## config.mk

```make
export PLATFORM = sky130hd
export DESIGN_NAME = acc_fifo_bridge
export DESIGN_NICKNAME = d
export VERILOG_FILES = /design/src/rtl/acc_fifo_pkg.sv /design/src/rtl/sync_fifo.sv /design/src/rtl/acc_fifo_bridge.sv
export SDC_FILE = /design/constraint.sdc
export NUM_CORES = 2
export LEC_CHECK = 0
export ABC_AREA = 1
export ABC_CLOCK_PERIOD_IN_PS = 14800
export CORE_MARGIN = 8
export CORE_UTILIZATION = 40
export CTS_CLUSTER_DIAMETER = 150
export DETAILED_ROUTE_END_ITERATION = 10
export GPL_TIMING_DRIVEN = 0
export SYNTH_ARGS = -nofsm -noshare
export SYNTH_HDL_FRONTEND = slang
export SYNTH_SLANG_ARGS = --single-unit
```

## constraint.sdc

```tcl
create_clock -name clk -period 14.8 [get_ports clk]
set_input_delay 3.7 -clock clk [delete_from_list [all_inputs] [get_ports clk]]
set_output_delay 3.7 -clock clk [all_outputs]
set_load 0.02 [all_outputs]
```

## src/rtl/acc_fifo_pkg.sv

```systemverilog
// Shared defaults for the accelerator-side FIFO bridge.
// DATA_W_DEFAULT matches the router data bus; DEPTH_DEFAULT is the
// per-FIFO entry count (power of 2, >= 2); PTR_W_DEFAULT is log2(depth).
package acc_fifo_pkg;

  localparam int DATA_W_DEFAULT = 128;
  localparam int DEPTH_DEFAULT  = 8;
  localparam int PTR_W_DEFAULT  = 3;

endpackage

```

## src/rtl/sync_fifo.sv

```systemverilog
// Single synchronous FIFO with registered read data and registered flags.
// Ports:
//   clk, reset        rising-edge clock, async active-high reset
//   enable_i          gates all push/pop requests
//   flush_i           clears pointers and count (data outputs hold)
//   push_i/push_data_i  push request and write data
//   pop_i             pop request
//   pop_data_o        registered pop data (holds when no pop)
//   pop_valid_o       one-cycle strobe: pop_data_o was loaded
//   empty_o/full_o    registered flags, derived from next-state count
//   overflow_o        pulse: enabled push rejected because full
//   underflow_o       pulse: enabled pop rejected because empty
module sync_fifo
  import acc_fifo_pkg::*;
#(
  parameter int DATA_W = DATA_W_DEFAULT,
  parameter int DEPTH  = DEPTH_DEFAULT,
  parameter int PTR_W  = PTR_W_DEFAULT
) (
  input  logic              clk,
  input  logic              reset,
  input  logic              enable_i,
  input  logic              flush_i,
  input  logic              push_i,
  input  logic [DATA_W-1:0] push_data_i,
  input  logic              pop_i,
  output logic [DATA_W-1:0] pop_data_o,
  output logic              pop_valid_o,
  output logic              empty_o,
  output logic              full_o,
  output logic              overflow_o,
  output logic              underflow_o
);

  localparam logic [PTR_W:0]   FULL_COUNT = (PTR_W+1)'(DEPTH);
  localparam logic [PTR_W:0]   ONE_CNT    = (PTR_W+1)'(1);
  localparam logic [PTR_W-1:0] ONE_PTR    = PTR_W'(1);

  logic [DATA_W-1:0] mem_q [DEPTH];
  logic [PTR_W-1:0]  wptr_q, wptr_d;
  logic [PTR_W-1:0]  rptr_q, rptr_d;
  logic [PTR_W:0]    count_q, count_d;
  logic              empty_q, full_q, valid_q;
  logic [DATA_W-1:0] data_q;
  logic              push_ok, pop_ok;

  // Acceptance uses the registered flags, so a push while full or a pop
  // while empty is rejected even if the other side acts in the same cycle
  // (no pass-through when full, no bypass when empty).
  always_comb begin
    push_ok = enable_i & push_i & ~full_q & ~flush_i;
    pop_ok  = enable_i & pop_i & ~empty_q & ~flush_i;
    wptr_d  = wptr_q;
    rptr_d  = rptr_q;
    count_d = count_q;
    if (flush_i) begin
      wptr_d  = '0;
      rptr_d  = '0;
      count_d = '0;
    end else begin
      if (push_ok) wptr_d = wptr_q + ONE_PTR;
      if (pop_ok)  rptr_d = rptr_q + ONE_PTR;
      case ({push_ok, pop_ok})
        2'b10:   count_d = count_q + ONE_CNT;
        2'b01:   count_d = count_q - ONE_CNT;
        default: count_d = count_q;
      endcase
    end
  end

  // Pointer, count, flag and read-data state. Flags come from count_d so
  // they are exact in the cycle following any push or pop.
  always_ff @(posedge clk or posedge reset) begin
    if (reset) begin
      wptr_q  <= '0;
      rptr_q  <= '0;
      count_q <= '0;
      empty_q <= 1'b1;
      full_q  <= 1'b0;
      valid_q <= 1'b0;
      data_q  <= '0;
    end else begin
      wptr_q  <= wptr_d;
      rptr_q  <= rptr_d;
      count_q <= count_d;
      empty_q <= (count_d == '0);
      full_q  <= (count_d == FULL_COUNT);
      valid_q <= pop_ok;
      if (pop_ok) data_q <= mem_q[rptr_q];
    end
  end

  // Storage array is intentionally not reset.
  always_ff @(posedge clk) begin
    if (push_ok) mem_q[wptr_q] <= push_data_i;
  end

  assign pop_data_o  = data_q;
  assign pop_valid_o = valid_q;
  assign empty_o     = empty_q;
  assign full_o      = full_q;
  assign overflow_o  = enable_i & push_i & full_q;
  assign underflow_o = enable_i & pop_i & empty_q;

endmodule

```

## src/rtl/acc_fifo_bridge.sv

```systemverilog
// Accelerator-side end of the router FIFO handshake.
// Ports:
//   clk, reset                  rising-edge clock, async active-high reset
//   enable                      accelerator enable; falling edge flushes
//   put_req/router_data_in      router push into to-accelerator FIFO
//   to_acc_empty/to_acc_full    to-accelerator FIFO flags
//   acc_rd_req                  accelerator pop of to-accelerator FIFO
//   acc_data_out/acc_data_valid registered pop data + one-cycle strobe
//   acc_wr_req/acc_data_in      accelerator push into from-accelerator FIFO
//   get_req                     router pop of from-accelerator FIFO
//   router_data_out/_valid      registered pop data + one-cycle strobe
//   from_acc_empty/_full        from-accelerator FIFO flags
//   overflow/underflow          sticky rejected push / rejected pop
module acc_fifo_bridge
  import acc_fifo_pkg::*;
#(
  parameter int DATA_W = DATA_W_DEFAULT,
  parameter int DEPTH  = DEPTH_DEFAULT,
  parameter int PTR_W  = PTR_W_DEFAULT
) (
  input  logic              clk,
  input  logic              reset,
  input  logic              enable,
  input  logic              put_req,
  input  logic [DATA_W-1:0] router_data_in,
  output logic              to_acc_empty,
  output logic              to_acc_full,
  input  logic              acc_rd_req,
  output logic [DATA_W-1:0] acc_data_out,
  output logic              acc_data_valid,
  input  logic              acc_wr_req,
  input  logic [DATA_W-1:0] acc_data_in,
  input  logic              get_req,
  output logic [DATA_W-1:0] router_data_out,
  output logic              router_data_valid,
  output logic              from_acc_empty,
  output logic              from_acc_full,
  output logic              overflow,
  output logic              underflow
);

  logic enable_q;
  logic flush;
  logic overflow_q, overflow_d;
  logic underflow_q, underflow_d;
  logic to_ovf, to_unf, from_ovf, from_unf;

  // The flush fires on the first edge that sees enable low after it was high.
  assign flush = enable_q & ~enable;

  always_comb begin
    overflow_d  = overflow_q | to_ovf | from_ovf;
    underflow_d = underflow_q | to_unf | from_unf;
    if (flush) begin
      overflow_d  = 1'b0;
      underflow_d = 1'b0;
    end
  end

  // Enable history and sticky error bits.
  always_ff @(posedge clk or posedge reset) begin
    if (reset) begin
      enable_q    <= 1'b0;
      overflow_q  <= 1'b0;
      underflow_q <= 1'b0;
    end else begin
      enable_q    <= enable;
      overflow_q  <= overflow_d;
      underflow_q <= underflow_d;
    end
  end

  sync_fifo #(.DATA_W(DATA_W), .DEPTH(DEPTH), .PTR_W(PTR_W)) u_to_acc (
    .clk         (clk),
    .reset       (reset),
    .enable_i    (enable),
    .flush_i     (flush),
    .push_i      (put_req),
    .push_data_i (router_data_in),
    .pop_i       (acc_rd_req),
    .pop_data_o  (acc_data_out),
    .pop_valid_o (acc_data_valid),
    .empty_o     (to_acc_empty),
    .full_o      (to_acc_full),
    .overflow_o  (to_ovf),
    .underflow_o (to_unf)
  );

  sync_fifo #(.DATA_W(DATA_W), .DEPTH(DEPTH), .PTR_W(PTR_W)) u_from_acc (
    .clk         (clk),
    .reset       (reset),
    .enable_i    (enable),
    .flush_i     (flush),
    .push_i      (acc_wr_req),
    .push_data_i (acc_data_in),
    .pop_i       (get_req),
    .pop_data_o  (router_data_out),
    .pop_valid_o (router_data_valid),
    .empty_o     (from_acc_empty),
    .full_o      (from_acc_full),
    .overflow_o  (from_ovf),
    .underflow_o (from_unf)
  );

  assign overflow  = overflow_q;
  assign underflow = underflow_q;

endmodule

```

# --- Word-level counts from Yosys, hierarchy flattened ---
# Memories as Yosys holds them, arrays and structs flattened. A register that Yosys moved wholly into a read port is not among the register bits.
# Index checks and enable logic that the tools add are counted.
word_totals:
  out_inout_bits: 264
  mem_bits_rw: 2048
  memories: 2
  mem_bits_ro: 0
  regBits: 29
  latch_bits: 0
classes:
  reduce_logical: 6
  addsub: 8
  n_shift: 0
  n_eq_ne: 6
  n_lt_le_gt_ge: 0
  div_mod_pow: 0
  n_bitwise: 27
  mul: 0
  mux: 18
memory_table:
  columns: ["name", "words", "word_bits", "rd", "rd_ports_with_merged_regs", "write_ports", "line_no", "text"]
  rows:
  - ["u_from_acc.mem_q", 8, 128, 1, 1, 1, "sync_fifo.sv:39", "logic [DATA_W-1:0] mem_q [DEPTH];"]
  - ["u_to_acc.mem_q", 8, 128, 1, 1, 1, "sync_fifo.sv:39", null]
ops:
  columns: ["op", "n"]
  rows:
  - ["$mux W3", 8]
  - ["$and A1 B1 Y1", 17]
  - ["$pmux W4 S2", 2]
  - ["$add A3 B1 Y3 const B", 4]
  - ["$add A4 B1 Y4 const B", 2]
  - ["$eq A4 B4 Y1 const B", 2]
  - ["$logic_not A4 Y1", 2]
  - ["$mux W4", 2]
  - ["$reduce_bool A2 Y1", 4]
  - ["$sub A4 B1 Y4 const B", 2]
  - ["$mux W1", 6]
  - ["$not A1 Y1", 6]
  - ["$eq A2 B1 Y1 const B", 2]
  - ["$eq A2 B2 Y1 const B", 2]
  - ["$or A1 B1 Y1", 4]

# --- Depth between registers and ports, before layout ---
depth:
  ltp_word: 8
  ltp_mapped: 17
  depth_no_buf: 16

# --- Modules after synthesis ---
# From an unflattened synthesis, not the netlist that was laid out.
unflattened:
  hier_cells: 6262
  hier_area_um2: 91376.4
by_module_without_submodules:
  columns: ["module", "instances", "seq_area_each_um2", "cells_per_inst", "area_each_um2"]
  rows:
  - ["sync_fifo", 2, 34279.1, 3125, 45631.3]
  - ["acc_fifo_bridge", 1, 75.1, 12, 113.9]

# --- Least setup slack after synthesis ---
# Ideal clock, no wire load.
synth_path:
  kind: "input-to-reg"
  startpoint: "input enable"
  endpoint: "memory u_from_acc.mem_q[0][0] in the netlist's numbering, enable pin"
  t_required_ns: 14.183
  path_slack_ns: 4.659
  stages: 5
  arrival_ns: 9.524
  path_cell_list: "buf_6 nand3_2 inv_1 nand2_1 nor2_1"
synth_between:
  elab_chain_len: 6
  elab_cells_between_ends: 8
  cone_classes: "2 x mux; 6 x bitwise"
synth_rtl:
  columns: ["element", "line_no", "text"]
  rows:
  - ["start, declared", "acc_fifo_bridge.sv:23", "input logic enable,"]
  - ["$not A1 Y1", "acc_fifo_bridge.sv:49", "assign flush = enable_q & ~enable;"]
  - ["$and A1 B1 Y1", "acc_fifo_bridge.sv:49", null]
  - ["$not A1 Y1", "sync_fifo.sv:51", "push_ok = enable_i & push_i & ~full_q & ~flush_i;"]
  - ["$and A1 B1 Y1 (*)", "sync_fifo.sv:51", null]
  - ["$mux W1 (*)", "sync_fifo.sv:95", "if (push_ok) mem_q[wptr_q] <= push_data_i;"]
  - ["$mux W1 (not written as such) (*)", "sync_fifo.sv:95", null]
  - ["end, declared", "sync_fifo.sv:39", null]
# Every way passes the cells marked *; elsewhere a longest branch is shown, timed or not.

# --- Final worst setup path ---
layout_path:
  startpoint: "input enable"
  endpoint: "memory u_from_acc.mem_q[6][1] in the netlist's numbering, enable pin"
# The elaborated chain is that of the path after synthesis.

==> metrics.yaml <==
timing:
  final_hold_viol_count: 0
  maxSlewHeadroom_pct: 5.27
  final_min_period_over_clock_period_pct: 42.5
  grt_setup_unrepaired: "no"
  number_of_max_slew_violations_in_the_final_report: 0
  maximum_clock_frequency_mhz: 159
  worst_max_slew_pin_slew_ns: 1.42
  setup-violations-final: 0
  setup-tns-final_ns: 0
  holdWs_ns: 0.476
  period_minus_slack_ns: 6.29
  fin_worst_skew_ns: 0.102
global_route:
  grt.overflow.total: 0
  antenna_found_initial: 98
  first_pass_grt_wire_length_um: 399000
  maximum_number_of_pins_on_one_net_before_global_route_repair: 99
  first_global_vias: 57300
  grtUsageTotal_pct: 22.7
logic_synthesis:
  synth.avg_cell_area_um2: 14.0
  synth_cell_type_count: 30
  ys_seq_area_share_pct: 77.8
  netlist_area_um2: 88200
  synthesis.instances: 6312
  yosys_top_cell_by_area: "sky130_fd_sc_hd__edfxtp_1"
  mappedNetlistNets: 6583
  yosys_warnings: 0
  netlist.area_leader.share_pct: 69.7
  seq_cells_post_synth: 2333
  synth_top_cells_by_area: "sky130_fd_sc_hd__edfxtp_1 70%, sky130_fd_sc_hd__dfrtp_1 8.0%, sky130_fd_sc_hd__o21ai_0 5.9%, sky130_fd_sc_hd__nor2_1 4.5%, sky130_fd_sc_hd__o221ai_1 4.3%"
layout:
  finish.net_count: 7434
  final_layout_size_suffix_gt1_share_pct: 8.41
  flow.area_growth_from_synthesis_pct: 21.8
  utilization_pct: 49.0
  finalNonFillerCells: 10300
  final_cell_mix: "2048 x sky130_fd_sc_hd__edfxtp_1, 1037 x sky130_fd_sc_hd__o21ai_0, 1033 x sky130_fd_sc_hd__nor2_1"
  most_common_cell_after_layout_fill_and_taps_aside: "sky130_fd_sc_hd__edfxtp_1"
critical_path:
  r2r-start: "u_to_acc.rptr_q[2]"
  startpoint_type: "primary input"
  cp_data_arrival_time_ns: 6.83
  crit_start: "enable"
  worst-path-max-fanout: 26
  worst_setup_path_category: "primary input to register"
  type_of_destination_of_the_critical_path: "register"
  timing.critical_path.required_ns: 15.35
cts:
  cts.repair_timing.setup_buffer_count: 0
  clk_transition_reported_paths_ns: 0.06
  cts_buffer_depth: 3
  count_of_h_tree_levels_built_during_cts: 4
  worst_skew_late_latency_ns: 0.89
  ctsRootBufferMaster: "sky130_fd_sc_hd__clkbuf_16"
  post_cts_hold_buffer_count: 0
  number_of_buffers_created_by_cts: 232
  cts_sinks: 2333
  cts_tree: "yes"
  gates_resized_cts_repair: 0
route:
  route.detailed.drc: 0
  final_wirelength_um: 278000
  avgRoutedWirePerCell_um: 27.0
  vias: 58600
  firstDrtPassIters: 6
  drtIter0Drc: 6638
  detail-route-antenna-nets: 0
  post_drt_via_cell_ratio: 5.68
floorplanning:
  floorplan.die.height_um: 486
  floorplan.initialDensity_pct: 40.2
  core-area_um2: 220000
  pin_count: 527
  fp.dieArea_um2: 236000
  chipWidth_um: 486
  num_rows: 172
pwr:
  power.ir.vdd_worst_v: 0.000124
  netSwitchingFraction_pct: 32.7
  netSwitchingPower_w: 0.00633
  leakagePower_nw: 36.3
  power.share.combinational_pct: 25.8
  power_density_nw_per_um2: 180
  clock_network_fraction_of_total_power_pct: 32.1
  sequentialPowerShare_pct: 42.1
  p_int_w: 0.0130
  fin_total_pwr_w: 0.0193
hold_path:
  timing.hold.worst.start: "u_to_acc.pop_data_o[102]"
  min_path_type: "register to register"
placed_design:
  dpl.cell_count: 9800
  io_buffer_count: 526
  gp_routability_congestion: 0.824
  hpwlAfterDp_um: 185000
run:
  maxCapViolCount: 0
run_status:
  outcome: "completed"
## power groups by stage
stage	Clock (W)	Combinational, W	Sequential (W)
floorplan	0	0.00218	0.00859
global placement	0	0.00481	0.00838
detailed placement	0	0.00496	0.00828
CTS	0.00628	0.00498	0.00815
global route	0.00652	0.00537	0.00819
finish	0.00620	0.00499	0.00815
## final cells by class
class                   instances  area (µm²)
fillers                     18700      112000
diodes                         60         150
plain buffers                 452        1960
clock buffers                 316        6570
inverters                      45         176
clock inverters               127        1610
flip-flops and latches       2333       68600
repair buffers                617        7210
multi-input cells            3482       17600
well taps                    2871        3590
## through the flow
step,instance area (µm²),setup WS (ns)
2_1_floorplan,88200,3.24
3_3_place_gp,97100,-2.77
3_5_place_dp,99200,7.60
4_1_cts,107000,8.54
5_1_grt,107000,8.36
6_report,107000,8.51
## flip-flops by register name, indices dropped and copies added (netlist names), 4 cells and up
signal                 cells
u_from_acc.count_q         4
u_from_acc.pop_data_o    128
u_to_acc.pop_data_o      128
u_to_acc.count_q           4
u_to_acc.mem_q          1024
u_from_acc.mem_q        1024
## cells by family (layout without fill, tap and decap cells)
kind of cell,Yosys count,count (layout),share of synthesized area [%]
buffers and inverters,497,1557,2.41
AO/OA/AOI/OAI,1644,1644,11.5
XOR/XNOR,2,2,0.0199
other,0,60,0
flip-flops,2333,2333,77.8
adder cells (fa/ha/maj),8,8,0.113
AND/OR/NAND/NOR,1828,1828,8.15
## routing by layer
| layer | vias to the layer above | share of wire [%] | global-route usage, % |
|---|---|---|---|
| met5 | - | 0.090 | 0 |
| met4 | 40 | 4.7 | 11.0 |
| met3 | 578 | 9.8 | 5.62 |
| met2 | 2922 | 46 | 34.9 |
| met1 | 29500 | 40 | 30.2 |
| li1 | 25600 | - | - |
## worst paths after layout
kind / to / slack (ns) / cells after the start
min: u_to_acc.pop_data_o[102] / 0.48 / 2
max: u_from_acc.mem_q[6][1] / 8.51 / 11
max in group asynchronous: u_from_acc.pop_data_o[90] / 10.27 / 4
max reg2reg: u_to_acc.pop_data_o[91] / 11.53 / 7
min reg2reg: u_to_acc.pop_data_o[102] / 0.48 / 2
min in group asynchronous: u_to_acc.pop_data_o[61] / 3.23 / 2
## critical path, cell delays in order
cell	delay (ns)
sky130_fd_sc_hd__clkdlybuf4s50_1	0.49
sky130_fd_sc_hd__buf_6	0.17
sky130_fd_sc_hd__nand3_2	0.20
sky130_fd_sc_hd__inv_1	0.17
sky130_fd_sc_hd__nand2_1	0.27
sky130_fd_sc_hd__nor2_4	0.62
sky130_fd_sc_hd__buf_12	0.27
sky130_fd_sc_hd__buf_16	0.19
sky130_fd_sc_hd__buf_16	0.19
sky130_fd_sc_hd__buf_12	0.23
sky130_fd_sc_hd__buf_12	0.24
## cells in the mapped netlist, drive strengths merged
cell	count
a21oi	11
buf	147
clkbuf	305
dfrtp	283
dfstp	2
edfxtp	2048
ha	8
inv	45
nand2	574
nand3	199
nor2	1052
nor3	1
o211ai	78
o21a	4
o21ai	1039
o221ai	434
o22ai	78
or2	2
xor2	2
(Power assumes the default switching activity.)
